<file path="src/rtl/apb_reg_bridge_pkg.sv">
// Shared types and helpers for the APB-to-register-bus bridge.
// Provides the FSM state encoding and the address window test.
package apb_reg_bridge_pkg;

    typedef enum logic [1:0] {
        IDLE,
        REQ,
        RESP
    } state_e;

    // The offset is taken modulo 2**aw, so addresses below base wrap high and miss.
    function automatic logic in_window(input logic [63:0] addr,
                                       input logic [63:0] base,
                                       input logic [63:0] size,
                                       input int          aw);
        logic [63:0] mask;
        logic [63:0] off;
        mask = (aw >= 64) ? '1 : ((64'd1 << aw) - 64'd1);
        off  = (addr - base) & mask;
        return off < size;
    endfunction

endpackage

</file>
<file path="src/rtl/apb_reg_bridge.sv">
// APB4 completer that turns each APB transfer into one valid/ready register request.
// Out-of-window accesses and unresponsive slaves complete with PSLVERR so APB never stalls.
module apb_reg_bridge
    import apb_reg_bridge_pkg::*;
#(
    parameter int                    ADDR_WIDTH     = 32,
    parameter int                    DATA_WIDTH     = 32,
    parameter logic [ADDR_WIDTH-1:0] BASE_ADDR      = '0,
    parameter logic [63:0]           WINDOW_SIZE    = 64'h1000,
    parameter int                    TIMEOUT_CYCLES = 256
) (
    input  logic                    clk_i,
    input  logic                    rst_i,
    input  logic                    psel_i,
    input  logic                    penable_i,
    input  logic                    pwrite_i,
    input  logic [ADDR_WIDTH-1:0]   paddr_i,
    input  logic [DATA_WIDTH-1:0]   pwdata_i,
    input  logic [DATA_WIDTH/8-1:0] pstrb_i,
    output logic                    pready_o,
    output logic [DATA_WIDTH-1:0]   prdata_o,
    output logic                    pslverr_o,
    output logic                    reg_valid_o,
    output logic                    reg_write_o,
    output logic [ADDR_WIDTH-1:0]   reg_addr_o,
    output logic [DATA_WIDTH-1:0]   reg_wdata_o,
    output logic [DATA_WIDTH/8-1:0] reg_wstrb_o,
    input  logic                    reg_ready_i,
    input  logic [DATA_WIDTH-1:0]   reg_rdata_i,
    input  logic                    reg_error_i
);

    localparam int STRB_W = DATA_WIDTH / 8;
    localparam int CNT_W  = (TIMEOUT_CYCLES > 0) ? $clog2(TIMEOUT_CYCLES + 1) : 1;
    localparam logic [CNT_W-1:0] CNT_LAST =
        (TIMEOUT_CYCLES > 0) ? CNT_W'(TIMEOUT_CYCLES - 1) : '0;

    state_e                  state_q;
    state_e                  state_d;
    logic [CNT_W-1:0]        cnt_q;
    logic                    access;
    logic                    hit;
    logic                    timeout_hit;
    logic [ADDR_WIDTH-1:0]   offset;

    assign access      = psel_i & penable_i;
    assign offset      = paddr_i - BASE_ADDR;
    assign hit         = in_window(64'(paddr_i), 64'(BASE_ADDR), WINDOW_SIZE, ADDR_WIDTH);
    assign timeout_hit = (TIMEOUT_CYCLES > 0) && (cnt_q == CNT_LAST);

    always_comb begin
        state_d = state_q;
        case (state_q)
            IDLE:    if (access) state_d = hit ? REQ : RESP;
            REQ:     if (reg_ready_i || timeout_hit) state_d = RESP;
            RESP:    state_d = IDLE;
            default: state_d = IDLE;
        endcase
    end

    // valid/ready are registered decodes of the next state so they are glitch-free
    always_ff @(posedge clk_i or posedge rst_i) begin
        if (rst_i) begin
            state_q     <= IDLE;
            cnt_q       <= '0;
            pready_o    <= 1'b0;
            prdata_o    <= '0;
            pslverr_o   <= 1'b0;
            reg_valid_o <= 1'b0;
            reg_write_o <= 1'b0;
            reg_addr_o  <= '0;
            reg_wdata_o <= '0;
            reg_wstrb_o <= '0;
        end else begin
            state_q     <= state_d;
            pready_o    <= (state_d == RESP);
            reg_valid_o <= (state_d == REQ);
            case (state_q)
                IDLE: begin
                    cnt_q     <= '0;
                    prdata_o  <= '0;
                    pslverr_o <= 1'b0;
                    if (access) begin
                        if (hit) begin
                            reg_write_o <= pwrite_i;
                            reg_addr_o  <= offset;
                            reg_wdata_o <= pwdata_i;
                            reg_wstrb_o <= pwrite_i ? pstrb_i : {STRB_W{1'b0}};
                        end else begin
                            pslverr_o <= 1'b1;
                        end
                    end
                end
                REQ: begin
                    if (reg_ready_i) begin
                        cnt_q     <= '0;
                        prdata_o  <= reg_write_o ? '0 : reg_rdata_i;
                        pslverr_o <= reg_error_i;
                    end else if (timeout_hit) begin
                        cnt_q     <= '0;
                        prdata_o  <= '0;
                        pslverr_o <= 1'b1;
                    end else if (TIMEOUT_CYCLES > 0) begin
                        cnt_q <= cnt_q + CNT_W'(1);
                    end
                end
                default: begin
                    cnt_q     <= '0;
                    prdata_o  <= '0;
                    pslverr_o <= 1'b0;
                end
            endcase
        end
    end

endmodule

</file>
<file path="config.mk">
export PLATFORM = sky130hd
export DESIGN_NAME = apb_reg_bridge
export DESIGN_NICKNAME = d
export VERILOG_FILES = /design/src/rtl/apb_reg_bridge_pkg.sv /design/src/rtl/apb_reg_bridge.sv
export SDC_FILE = /design/constraint.sdc
export NUM_CORES = 1
export LEC_CHECK = 0
export ABC_AREA = 1
export BUFFER_PORTS_ARGS = -buffer_cell sky130_fd_sc_hd__clkbuf_2
export CAP_MARGIN = 20
export CORE_MARGIN = 2
export CORE_UTILIZATION = 50
export CTS_CLUSTER_SIZE = 28
export DETAILED_ROUTE_END_ITERATION = 8
export PLACE_DENSITY = 0.85
export SLEW_MARGIN = 30
export SYNTH_ARGS = -nofsm -noshare
export SYNTH_HDL_FRONTEND = slang
export SYNTH_SLANG_ARGS = --single-unit
</file>
<file path="constraint.sdc">
create_clock -name clk_i -period 7.42 [get_ports clk_i]
set_clock_uncertainty 0.15 [all_clocks]
set_input_delay 0.371 -clock clk_i [delete_from_list [all_inputs] [get_ports clk_i]]
set_output_delay 0.371 -clock clk_i [all_outputs]
set_load 0.005 [all_outputs]
</file>
# Word level (Yosys, flattened, before mapping)
# Cells that the tools add are included.
[totals] input_bits=107 wordCells=38 regBits=115 output_inout_bits=104
[op_classes] n_eq_ne=5 n_addsub=1 bitwise=1 magnitude_cmp=1 n_mux=17 reduce_logical=3
[op_table] cell="2-to-1 mux 32 bit" count=4
[op_table] cell="less-than comparator 32 x 13 -> 1 bit (second input constant)" count=1
[op_table] cell="2-to-1 mux 9 bit" count=3
[op_table] cell="adder 9 x 1 -> 9 bit (second input constant)" count=1
[op_table] cell="== test 9 x 8 -> 1 bit (second input constant)" count=1
[op_table] cell="2-to-1 mux 2 bit" count=3
[op_table] cell="== test 2 x 1 -> 1 bit (second input constant)" count=2
[op_table] cell="2-to-1 mux 1 bit" count=4
[op_table] cell="2-to-1 mux 4 bit" count=1
[op_table] cell="one-hot mux 2 bit (2 select lines)" count=1
[op_table] cell="!= test 3 bit (second input constant)" count=1
[op_table] cell="AND reduction 3 bit" count=1
[op_table] cell="== test 2 bit (second input constant)" count=1
[op_table] cell="zero test 2 bit" count=1
[op_table] cell="one-hot mux 1 bit (2 select lines)" count=1
[op_table] cell="bitwise AND 1 bit" count=1
[op_table] cell="logical OR 1 bit" count=1

# Longest topological paths before layout
[depth] word_depth=5 depth_mapped=9 ltp_nobuf=8

# Least setup slack after synthesis
# Ideal clock, no wire load.
[synth_path] path_kind="register -> register" startpoint="register cnt_q[0]" endpoint="register prdata_o[20]" arrival_ns=1.254 setup_ns=0.131 slack_ns=5.885 n_path_buf=1 synth_period_minus_slack_ns=1.535 t_required_ns=7.139 stages_incl_launch_ff=8 path_cell_list="dfrtp_1 > ha_1 > nand2_1 > nor2_2 > nand3b_1 > nand3_2 > clkbuf_1 > o21ai_0"
[synth_between] elab_chain_cells=2
[synth_rtl] element="start: declaration" line="apb_reg_bridge.sv:40" rtl="logic [CNT_W-1:0] cnt_q;"
[synth_rtl] element="start signal: assignment" line="apb_reg_bridge.sv:104" rtl="cnt_q <= cnt_q + CNT_W'(1);"
[synth_rtl] element="== test 9 x 8 -> 1 bit" line="apb_reg_bridge.sv:49" rtl="assign timeout_hit = (TIMEOUT_CYCLES > 0) && (cnt_q == CNT_LAST);"
[synth_rtl] element="!= test 3 bit (no line)"
[synth_rtl] element="end signal: assignment" line="apb_reg_bridge.sv:97" rtl="prdata_o <= reg_write_o ? '0 : reg_rdata_i;"
[synth_rtl] element="end: declaration" line="apb_reg_bridge.sv:21" rtl="output logic [DATA_WIDTH-1:0] prdata_o,"
# Every way passes these cells.
# A chain may end at the register's enable or synchronous reset.

# Worst setup path after layout
[layout_path] startpoint="register state_q[1]" endpoint="register prdata_o[9]"
[layout_between] elab_chain_cells=2
[layout_rtl] element="start: declaration" line="apb_reg_bridge.sv:38" rtl="state_e state_q;"
[layout_rtl] element="start signal: assignment" line="apb_reg_bridge.sv:75" rtl="state_q <= state_d;"
[layout_rtl] element="== test 2 x 1 -> 1 bit *" line="apb_reg_bridge.sv:78" rtl="case (state_q)"
[layout_rtl] element="!= test 3 bit (no line) / 2-to-1 mux 32 bit (equally long branches)"
# Every way passes the cells marked *; elsewhere a longest branch is shown, timed or not.

==> impl_metrics.json <==
{
  "status": "completed",
  "report.final.slew_viol_count": 0,
  "drive_gt1_frac": 0.3171,
  "syn_inst": 503,
  "power_frac_clock": 0.522,
  "register_area_um2": 2878,
  "postCtsHoldBufs": 80,
  "synth_compound_area_frac": 0.04083,
  "cp-start-kind": "register",
  "path_max_fanout": 42,
  "drt_pass1_iterations": 4,
  "grt_max_degree": 72,
  "post-route-worst-setup-slack_ns": 4.883,
  "ir_drop_mv": 0.1537,
  "worstSetupPathType": "register to register",
  "coreArea_um2": 8806,
  "cts-root-buf": "clkbuf_8",
  "ant_nets": 0,
  "finalHoldViolCount": 0,
  "finalCriticalPeriod_ns": 2.537,
  "multiInputGateArea_um2": 1378,
  "cp_data_arrival_time_ns": 2.77,
  "insertion_delay_ns": 0.51,
  "gr-total-overflow": 0,
  "worstHoldPathType": "input pin to register",
  "tightest_slew_ns": 0.7801,
  "ff2ff_path_depth": 3,
  "fmax_ghz": 0.3942,
  "fin_crit_sh": 0.3419,
  "clock_path_buffers": 2,
  "yosys.area_share.xor_xnor": 0.003811,
  "synthMuxAreaShare": 0,
  "ys_warn_count": 0,
  "drc_errors": 0,
  "worst_ep_required_time_ns": 7.66,
  "netSwitchingFraction": 0.2264,
  "switchingPower_mw": 0.3419,
  "die_w_um": 99.89,
  "io_pins": 211,
  "rsz0062_at_grt": "false",
  "syn-num-nets": 611,
  "gp_congestion": 0.8428,
  "post_cts_buffers": 0,
  "wl_per_cell_um": 16.21,
  "grt_util_all_layers": 0.3027,
  "yosysSeqAreaShare": 0.6260,
  "grt_pass1_wl_um": 23440,
  "fill_cells": 531,
  "drtIter0Drc": 200,
  "pwr_density_cell_nw_per_um2": 212.5,
  "yosys.area.top_type": "dfrtp_1",
  "ys_types": 26,
  "htree_num_levels": 4,
  "dp_hpwl_um": 8527,
  "power.share.sequential": 0.417,
  "syn_area_per_cell_um2": 9.139,
  "initial_utilization": 0.5220,
  "synthAdderAreaFrac": 0.002722,
  "wl_um": 14760,
  "place_ws_ns": 4.899,
  "p_int_mw": 1.168,
  "yosys-top-cells-area": "dfrtp_1 63%, nand2_1 11%, nand3_1 9.1%",
  "yosys.area.top_type_share": 0.6260,
  "holdPathStages": 3,
  "leakage_nw": 3.991,
  "die_area_um2": 9977,
  "synth_top_family_by_area": "simple AND/OR/NAND/NOR gates",
  "maxCapViolations": 0,
  "die_h_um": 99.89,
  "maxSlewHeadroom": 0.4787,
  "timing.setup.tns_ns": 0,
  "io_buffers": 210,
  "num_vias": 4684,
  "combPwrFrac": 0.061,
  "placementRows": 34,
  "area_delta_synth_final_pct": 54.55,
  "antenna_found_initial": 0,
  "finalNetCount": 896,
  "cts-buffers-inserted": 17,
  "finalSetupViolations": 0,
  "cts_tree": "built",
  "cts_sinks": 115,
  "synthSimpleGateAreaFrac": 0.2482,
  "vias_per_cell": 5.147,
  "cts_resized": 0,
  "grt_pass1_vias": 4857,
  "syn_area_um2": 4597,
  "ys_ff_latch": 115,
  "cp-end-kind": "register",
  "clk_pin_slew_worst_paths_ns": 0.06
}
## metrics by stage
stage	hold WS [ns]	utilization	power, mW	cell area, µm²	instances
after CTS	0.001777	0.8065	1.512	7102	909
after global routing	0.004361	0.8065	1.557	7102	909
after detailed placement	0.3020	0.6495	0.6962	5719	797
after floorplan	0.2829	-	0.6593	4597	503
final	0.01560	0.8068	1.510	7104	910
after global placement	0.2971	0.6452	0.6944	5682	796
## flip-flops by register name (all words and copies together) (netlist names)
signal / cells
pslverr_o: 1
reg_wstrb_o: 4
reg_valid_o: 1
prdata_o: 32
reg_wdata_o: 32
reg_write_o: 1
state_q: 2
pready_o: 1
cnt_q: 9
reg_addr_o: 32
## worst max-delay path, stage by stage, from the launching register on
cell and delay, ns:
dfrtp_1 0.44, nor2_4 0.64, nand3_2 0.71, o21ai_0 0.47
## worst paths after layout
kind                                                 start  slack [ns]                     endpoint
worst max-delay path                  state_q[1]$_DFF_PP0_        4.88      prdata_o[9]$_DFFE_PP0P_
worst min-delay path                       reg_rdata_i[19]        0.02     prdata_o[19]$_DFFE_PP0P_
worst max register to register        state_q[1]$_DFF_PP0_        4.88      prdata_o[9]$_DFFE_PP0P_
worst min register to register  reg_addr_o[19]$_DFFE_PP0P_        0.31   reg_addr_o[19]$_DFFE_PP0P_
max in group asynchronous                            rst_i        5.52  reg_wdata_o[28]$_DFFE_PP0P_
min in group asynchronous                            rst_i        0.40     prdata_o[22]$_DFFE_PP0P_
## per-layer routing
metal / up-vias / GRT usage / wire (µm)
met5: - / 0 / 0
met3: 63 / 0.09262 / 1151
met4: 0 / 0.1475 / 612
met1: 2226 / 0.3294 / 5355
li1: 2157 / - / -
met2: 238 / 0.5369 / 7636
## synth_stat cells
master and n:
nand2_1 135, dfrtp_1 115, nand3_1 84, inv_1 62, o21ai_0 32, nor2_1 23
clkbuf_1 13, buf_2 12, nand4_1 5, a21oi_1 3, nor3b_1 3, nor2_4 2
buf_4 1, buf_6 1, ha_1 1, nand2_2 1, nand3_2 1, nand3b_1 1
nor2_2 1, nor3_1 1, nor3_2 1, o21ai_1 1, o21bai_1 1, or2_2 1
xnor2_1 1, xor2_1 1
## cell families after synthesis
logic type	after synthesis
AOI/OAI and AO/OA	37
xor gates and xnor gates	2
adders and majority gates	1
buffers and inverters	89
DFF	115
and+or+nand+nor	259
## power by group through the flow
stage	Sequential, mW	Clock (mW)	Combinational [mW]
final	0.629	0.788	0.0923
after global routing	0.629	0.827	0.100
after CTS	0.629	0.794	0.0895
after detailed placement	0.640	0	0.0560
after global placement	0.640	0	0.0543
after floorplan	0.640	0	0.0191
## cell usage in the layout, fill, tap and decap left out, drive strengths merged, types with 5 or more instances in the layout
master       netlist  layout
clkbuf            13     228
nand2            136     136
dfrtp            115     115
nand3             85      85
dlygate4sd3        0      80
inv               62      65
o21ai             33      33
nor2              26      26
clkinv             0       6
nand4              5       5
## final cells by class
type	instances	area share
flip-flops and latches	115	0.4051
repair buffers	293	0.2666
multi-input cells	299	0.1939
clock buffers	18	0.06023
inverters	62	0.03311
clock inverters	14	0.02166
well taps	108	0.01902
diodes	1	0.0003522
Power figures use the tool's default switching activity.
